$ cat src/rtl/cache_victim_select_if.sv
// rtl/cache_victim_select_if.sv - access/fill bus between the cache controller and the victim selector
interface cache_victim_select_if #(
  parameter int NUMWAYS = 4,
  parameter int SETLEN  = 9
);
  logic               flush_stage;
  logic               cache_en;
  logic               policy_sel;
  logic [NUMWAYS-1:0] valid_way;
  logic [NUMWAYS-1:0] lock_way;
  logic [SETLEN-1:0]  cache_set_data;
  logic [SETLEN-1:0]  padr;
  logic               lru_write_en;
  logic               set_valid;
  logic               invalidate_cache;
  logic [NUMWAYS-1:0] victim_way;
  logic               victim_avail;

  modport master (
    output flush_stage, cache_en, policy_sel, valid_way, lock_way,
           cache_set_data, padr, lru_write_en, set_valid, invalidate_cache,
    input  victim_way, victim_avail
  );

  modport slave (
    input  flush_stage, cache_en, policy_sel, valid_way, lock_way,
           cache_set_data, padr, lru_write_en, set_valid, invalidate_cache,
    output victim_way, victim_avail
  );
endinterface

$ cat src/rtl/cache_victim_select.sv
// rtl/cache_victim_select.sv - per-set victim way selector: invalid-first, then LFSR or round-robin, lock-aware
module cache_victim_select #(
  parameter int NUMWAYS  = 4,
  parameter int SETLEN   = 9,
  parameter int NUMLINES = 128
) (
  input logic                 clk,
  input logic                 rst,
  cache_victim_select_if.slave bus
);
  localparam int L  = $clog2(NUMWAYS);
  localparam int W  = L + 2;
  localparam int IW = $clog2(NUMLINES);

  logic [W-1:0]       lfsr_q, lfsr_d;
  logic               fb;
  logic [L-1:0]       cur_ptr_q, cur_ptr_d;
  logic [L-1:0]       rr_ptr_q [NUMLINES];
  logic [NUMWAYS-1:0] cand;
  logic [L-1:0]       base, scan_idx, victim_idx, rr_wdata;
  logic [IW-1:0]      wr_idx, rd_idx;
  logic               fill, avail, rr_we;

  if (W == 3) begin : g_fb3
    assign fb = lfsr_q[2] ^ lfsr_q[1] ^ lfsr_q[0];
  end else if (W == 4) begin : g_fb4
    assign fb = lfsr_q[3] ^ lfsr_q[1] ^ lfsr_q[0];
  end else if (W == 5) begin : g_fb5
    assign fb = lfsr_q[4] ^ lfsr_q[1] ^ lfsr_q[0];
  end else if (W == 6) begin : g_fb6
    assign fb = lfsr_q[5] ^ lfsr_q[4] ^ lfsr_q[3] ^ lfsr_q[2] ^ lfsr_q[0];
  end else if (W == 7) begin : g_fb7
    assign fb = lfsr_q[6] ^ lfsr_q[5] ^ lfsr_q[3] ^ lfsr_q[2] ^ lfsr_q[0];
  end else if (W == 8) begin : g_fb8
    assign fb = lfsr_q[7] ^ lfsr_q[6] ^ lfsr_q[5] ^ lfsr_q[4] ^ lfsr_q[2] ^ lfsr_q[1] ^ lfsr_q[0];
  end else begin : g_fb9
    assign fb = lfsr_q[8] ^ lfsr_q[7] ^ lfsr_q[6] ^ lfsr_q[5] ^ lfsr_q[2] ^ lfsr_q[1] ^ lfsr_q[0];
  end

  // Only the low set-index bits address the pointer table.
  if (SETLEN > IW) begin : g_unused_hi
    logic unused_hi;
    assign unused_hi = ^{bus.padr[SETLEN-1:IW], bus.cache_set_data[SETLEN-1:IW]};
  end

  assign wr_idx = bus.padr[IW-1:0];
  assign rd_idx = bus.cache_set_data[IW-1:0];

  // Descending scans so the lowest index / smallest offset from base wins.
  always_comb begin
    cand       = ~bus.valid_way & ~bus.lock_way;
    base       = bus.policy_sel ? cur_ptr_q : lfsr_q[L-1:0];
    scan_idx   = '0;
    victim_idx = '0;
    if (|cand) begin
      for (int i = NUMWAYS - 1; i >= 0; i--) begin
        if (cand[i]) victim_idx = L'(i);
      end
    end else begin
      for (int i = NUMWAYS - 1; i >= 0; i--) begin
        scan_idx = base + L'(i);
        if (!bus.lock_way[scan_idx]) victim_idx = scan_idx;
      end
    end
  end

  assign avail            = ~&bus.lock_way;
  assign bus.victim_avail = avail;
  assign bus.victim_way   = avail ? (NUMWAYS'(1) << victim_idx) : '0;

  assign fill     = bus.lru_write_en & bus.set_valid & ~bus.flush_stage;
  assign rr_we    = fill & avail & bus.policy_sel & ~|cand;
  assign rr_wdata = victim_idx + L'(1);

  always_comb begin
    lfsr_d = (bus.lru_write_en && !bus.flush_stage) ? {fb, lfsr_q[W-1:1]} : lfsr_q;
    cur_ptr_d = cur_ptr_q;
    if (bus.invalidate_cache) begin
      cur_ptr_d = '0;
    end else if (bus.cache_en) begin
      cur_ptr_d = (rr_we && rd_idx == wr_idx) ? rr_wdata : rr_ptr_q[rd_idx];
    end
  end

  always_ff @(posedge clk or posedge rst) begin
    if (rst) begin
      lfsr_q    <= W'(1);
      cur_ptr_q <= '0;
      for (int i = 0; i < NUMLINES; i++) rr_ptr_q[i] <= '0;
    end else begin
      lfsr_q    <= lfsr_d;
      cur_ptr_q <= cur_ptr_d;
      if (bus.invalidate_cache) begin
        for (int i = 0; i < NUMLINES; i++) rr_ptr_q[i] <= '0;
      end else if (rr_we) begin
        rr_ptr_q[wr_idx] <= rr_wdata;
      end
    end
  end
endmodule

$ cat src/flat_wrapper.sv
// flat-port wrapper written by rule: the top's interface ports become plain ports
module cache_victim_select_flat 
#(
  parameter int NUMWAYS  = 4,
  parameter int SETLEN   = 9,
  parameter int NUMLINES = 128
)
  (clk, rst, bus_flush_stage, bus_cache_en, bus_policy_sel, bus_valid_way, bus_lock_way, bus_cache_set_data, bus_padr, bus_lru_write_en, bus_set_valid, bus_invalidate_cache, bus_victim_way, bus_victim_avail);
  cache_victim_select_if #(.NUMWAYS(NUMWAYS), .SETLEN(SETLEN)) bus_i ();
  input logic clk;
  input logic rst;
  input wire logic [$bits(bus_i.flush_stage)-1:0] bus_flush_stage;
  input wire logic [$bits(bus_i.cache_en)-1:0] bus_cache_en;
  input wire logic [$bits(bus_i.policy_sel)-1:0] bus_policy_sel;
  input wire logic [$bits(bus_i.valid_way)-1:0] bus_valid_way;
  input wire logic [$bits(bus_i.lock_way)-1:0] bus_lock_way;
  input wire logic [$bits(bus_i.cache_set_data)-1:0] bus_cache_set_data;
  input wire logic [$bits(bus_i.padr)-1:0] bus_padr;
  input wire logic [$bits(bus_i.lru_write_en)-1:0] bus_lru_write_en;
  input wire logic [$bits(bus_i.set_valid)-1:0] bus_set_valid;
  input wire logic [$bits(bus_i.invalidate_cache)-1:0] bus_invalidate_cache;
  output wire logic [$bits(bus_i.victim_way)-1:0] bus_victim_way;
  output wire logic [$bits(bus_i.victim_avail)-1:0] bus_victim_avail;
  assign bus_i.flush_stage = bus_flush_stage;
  assign bus_i.cache_en = bus_cache_en;
  assign bus_i.policy_sel = bus_policy_sel;
  assign bus_i.valid_way = bus_valid_way;
  assign bus_i.lock_way = bus_lock_way;
  assign bus_i.cache_set_data = bus_cache_set_data;
  assign bus_i.padr = bus_padr;
  assign bus_i.lru_write_en = bus_lru_write_en;
  assign bus_i.set_valid = bus_set_valid;
  assign bus_i.invalidate_cache = bus_invalidate_cache;
  assign bus_victim_way = bus_i.victim_way;
  assign bus_victim_avail = bus_i.victim_avail;
  cache_victim_select #(.NUMWAYS(NUMWAYS), .SETLEN(SETLEN), .NUMLINES(NUMLINES)) u_core (.clk(clk), .rst(rst), .bus(bus_i));
endmodule
$ cat config.mk
export PLATFORM = sky130hd
export DESIGN_NAME = cache_victim_select_flat
export DESIGN_NICKNAME = d
export VERILOG_FILES = /design/src/rtl/cache_victim_select_if.sv /design/src/rtl/cache_victim_select.sv /design/src/flat_wrapper.sv
export SDC_FILE = /design/constraint.sdc
export NUM_CORES = 1
export LEC_CHECK = 0
export BUFFER_PORTS_ARGS = -buffer_cell sky130_fd_sc_hd__buf_4
export CORE_ASPECT_RATIO = 1.4
export CORE_MARGIN = 4
export CORE_UTILIZATION = 57
export CTS_CLUSTER_DIAMETER = 100
export DETAILED_ROUTE_END_ITERATION = 10
export PLACE_DENSITY = 0.8
export SYNTH_ARGS = -nofsm -noshare
export SYNTH_HDL_FRONTEND = slang
export SYNTH_SLANG_ARGS = --single-unit
$ cat constraint.sdc
create_clock -name clk -period 10.4 [get_ports clk]
set_input_delay 3.12 -clock clk [delete_from_list [all_inputs] [get_ports clk]]
set_output_delay 3.12 -clock clk [all_outputs]
set_load 0.01 [all_outputs]
==> out/qor.csv <==
stage,metric,value,unit
cts,Root Driver,clkbuf_16,
sta,endpoints failing setup,0,
route,DRC Markers,0,
sta,f_max,121,MHz
floorplanning,core area,0.0241,sq mm
sta,minimum clock period,8290,ps
power,Power Density,153,mW/mm^2
cts,total CTS buffers,26,
cts,post-cts resize count,0,
sta,Final period util,79.7,%
sta,setup_tns,0,ps
logic_synthesis,Netlist cell types,57,
sta,Slew Limit Fails,0,
cts,Max clock buf depth,3,
logic_synthesis,Mapped Cells,1473,
logic_synthesis,Syn Nets,1511,
worst_setup_path,Critical Path Max Stage Delay,730,ps
worst_setup_path,CP arrival,5170,ps
route,drt total wl,42.5,mm
worst_setup_path,Worst Setup Start Kind,primary input,
cts,TritonCTS clock tree,done,
logic_synthesis,Post-synth EDFFs,0,
placement,IO buf count,34,
final_layout,ANT cells,0,
cts,clk sinks,262,
worst_setup_path,Worst EP required,7280,ps
power,peak supply drop,0.000128,V
sta,final hold slack,484,ps
route,DR pass1 iterations,8,
placement,placement-stage cell area,0.0143,sq mm
logic_synthesis,post-synthesis sequential area ratio,46.7,%
floorplanning,IO Count,39,
cts,Post-CTS Setup Inserts,0,
route,metal3 WL,4.84,mm
final_layout,cell area after layout,0.0153,sq mm
worst_setup_path,"CP delay by family, top",compound AO/OA/AOI/OAI gates,
cts,H-tree levels,1,
route,Post-DRT Antenna Nets,0,
final_layout,Final #Nets,1446,
power,Lkg Pwr,0.00634,uW
sta,Final Hold Viols,0,
worst_setup_path,WS Path Type,primary input to primary output,
floorplanning,Die Area,0.0272,sq mm
sta,Slew headroom,17.0,%
logic_synthesis,area of the mapped netlist,0.0140,sq mm
placement,dpl cells,1690,
final_layout,synthesis-to-finish area growth,8.81,%
global_routing,first-pass GRT wire length,67.0,mm
worst_setup_path,Worst Setup End Kind,primary output,
flow_run,# Max-Cap Violations,0,
run_status,outcome,finished clean,
worst_setup_path,"Buf+Inv Stages, Crit Path",3,
global_routing,largest net degree at the start of global routing,122,
final_layout,share of layout cells above drive strength 1,11.5,%
global_routing,antenna violations before repair,1,
global_routing,overall routing resource usage,30.4,%
sta,RSZ-0062 raised after global routing,no,
route,DR vias,12400,
floorplanning,cell row count,67,
logic_synthesis,Yosys reg bits,262,
logic_synthesis,"Avg Cell Area, Syn",9.53,sq um
final_layout,post-route non-filler standard cell count,1738,
floorplanning,Starting Density,58.1,%
logic_synthesis,Post-synth ARST share,100,%
route,WL met1,15.4,mm
worst_setup_path,critical path peak fanout,7,
floorplanning,die width,141,microns
final_layout,Util after Layout,63.3,%
min_path,Hold Path Class,flip-flop to flip-flop,
cts,latest clock arrival within the worst-skew pair,530,ps
logic_synthesis,synth warn,0,
route,initial DRC count,1700,
route,highest metal used,met5,
floorplanning,Die H,194,microns
sta,Worst-Margin Slew,1230,ps
route,metal2 WL,19.9,mm
worst_setup_path,"Slowest-stage cell, CP",a2111oi_1,
placement,GP Congestion,0.960,
route,Vias/cell,7.14,
sta,skew final,15.2,ps
cts,"Reg clk slew, reported paths",60,ps
global_routing,vias in the first global route,12200,
worst_setup_path,most frequent CP cell,buf_4,
logic_synthesis,ys flop type,dfrtp_1,
global_routing,grt ovf,0,
cts,hold buffers post-CTS,0,
worst_setup_path,crit path cell chain,"buf_4, mux2i_1, a21o_1, a2111oi_1, o21a_1, a221oi_4, inv_1, ha_1, and2_1, buf_4",
placement,Detail Placement HPWL,23.8,mm
route,Avg WL per Cell,24.5,microns
-- synth_stat cells, types with 4 or more instances --
| cell | n | area (sq um) |
|---|---|---|
| buf_2 | 28 | 140 |
| xor2_1 | 8 | 70.1 |
| nor4_1 | 24 | 150 |
| a221oi_1 | 19 | 166 |
| nand4_1 | 9 | 56.3 |
| nand2b_1 | 7 | 43.8 |
| nor2_1 | 106 | 398 |
| and2_1 | 5 | 31.3 |
| buf_4 | 6 | 45.0 |
| mux4_2 | 35 | 788 |
| inv_1 | 7 | 26.3 |
| clkbuf_1 | 117 | 439 |
| ha_1 | 4 | 50.1 |
| nand3_1 | 101 | 505 |
| dfrtp_1 | 261 | 6530 |
| o21ai_0 | 149 | 746 |
| mux2i_1 | 100 | 1000 |
| a21oi_1 | 217 | 1090 |
| o211ai_1 | 7 | 52.6 |
| or3_1 | 52 | 325 |
| nor3_1 | 18 | 90.1 |
| nand2_1 | 77 | 289 |
| a311oi_1 | 47 | 412 |
| nor2b_1 | 6 | 37.5 |
| a22oi_1 | 14 | 105 |
-- per-layer routing --
metal	global-route usage (%)	vias up
li1	-	5319
met1	39.7	6091
met2	46.8	817
met3	8.31	174
met4	15.2	2
met5	0	-
-- final cells by class --
class | instances | area (sq um)
clock buffer | 39 | 801
clock inverter | 9 | 156
fill | 1911 | 8870
inverter | 7 | 33.8
multi-input combinational | 1049 | 6860
sequential | 262 | 6560
tap | 310 | 388
timing repair buffer | 62 | 473
-- worst reg2reg max path, stage by stage, from the launching register on --
cell and delay, ps:
dfrtp_1 450, mux2i_1 150, a21o_1 200, a2111oi_1 730, o21a_1 240, a221oi_4 70
ha_4 640, buf_4 750, nor3_1 220, a21oi_1 200, nor2_1 60
-- cell families (layout without fill, tap and decap cells) --
family / count (synthesis) / after routing / synth area share, %
and+or+nand+nor: 425 / 425 / 15.0
buffers and inverters: 162 / 117 / 4.85
AOI/OAI and AO/OA: 473 / 473 / 19.6
adders and majority gates: 4 / 4 / 0.357
muxes: 138 / 138 / 13.0
DFF: 262 / 262 / 46.7
xor gates and xnor gates: 9 / 9 / 0.562
-- registers in the layout, summed over array words and instances (netlist names) --
name	count
u_core.rr_ptr_q	256
u_core.lfsr_q	4
u_core.cur_ptr_q	2
-- where the power goes --
part           internal [uW]  leakage, uW  total (uW)  switching (uW)
registers               1030      0.00365        1040            7.67
logic                   61.9      0.00221         263             202
clock network            632     0.000474        1040             406
total                   1720      0.00634        2340             615
-- path summary, 6_finish.rpt --
| check | start | to | slack, ps | cells past startpoint |
|---|---|---|---|---|
| min in group asynchronous | rst | u_core.rr_ptr_q[117] | 2740 | 2 |
| max in group asynchronous | rst | u_core.rr_ptr_q[253] | 6040 | 3 |
| worst max register to register | u_core.lfsr_q[1] | u_core.rr_ptr_q[129] | 6530 | 10 |
| worst min-delay path | u_core.lfsr_q[3] | u_core.lfsr_q[3] | 480 | 1 |
| worst min register to register | u_core.lfsr_q[3] | u_core.lfsr_q[3] | 480 | 1 |
| worst max-delay path | bus_policy_sel | bus_victim_way[1] | 2110 | 10 |
-- stage by stage --
stage / total power, uW / setup slack (ps)
3_3_place_gp: 1310 / 2240
6_report: 2340 / 2110
2_1_floorplan: 1230 / 69.8
3_5_place_dp: 1310 / 2130
4_1_cts: 2340 / 2130
5_1_grt: 2400 / 2010
-- cells in the final DEF (no fill, tap or decap), types with 4 or more instances in the layout --
cell type / n
clkbuf_8: 8
nand2b_1: 7
clkbuf_1: 4
nor4_1: 24
nand3_1: 101
xor2_1: 8
nand4_1: 9
a22oi_1: 14
mux2i_1: 100
mux4_2: 35
nand2_1: 77
a221oi_1: 19
a311oi_1: 47
inv_1: 6
nor3_1: 16
buf_4: 60
nor2_1: 99
nor2_2: 6
o21ai_0: 149
bufinv_16: 4
clkbuf_16: 27
nor2b_1: 5
dfrtp_1: 261
o211ai_1: 7
a21oi_1: 217
clkinv_2: 4
or3_1: 52
and2_1: 5
Note: power is estimated with default switching activity, not from simulation.
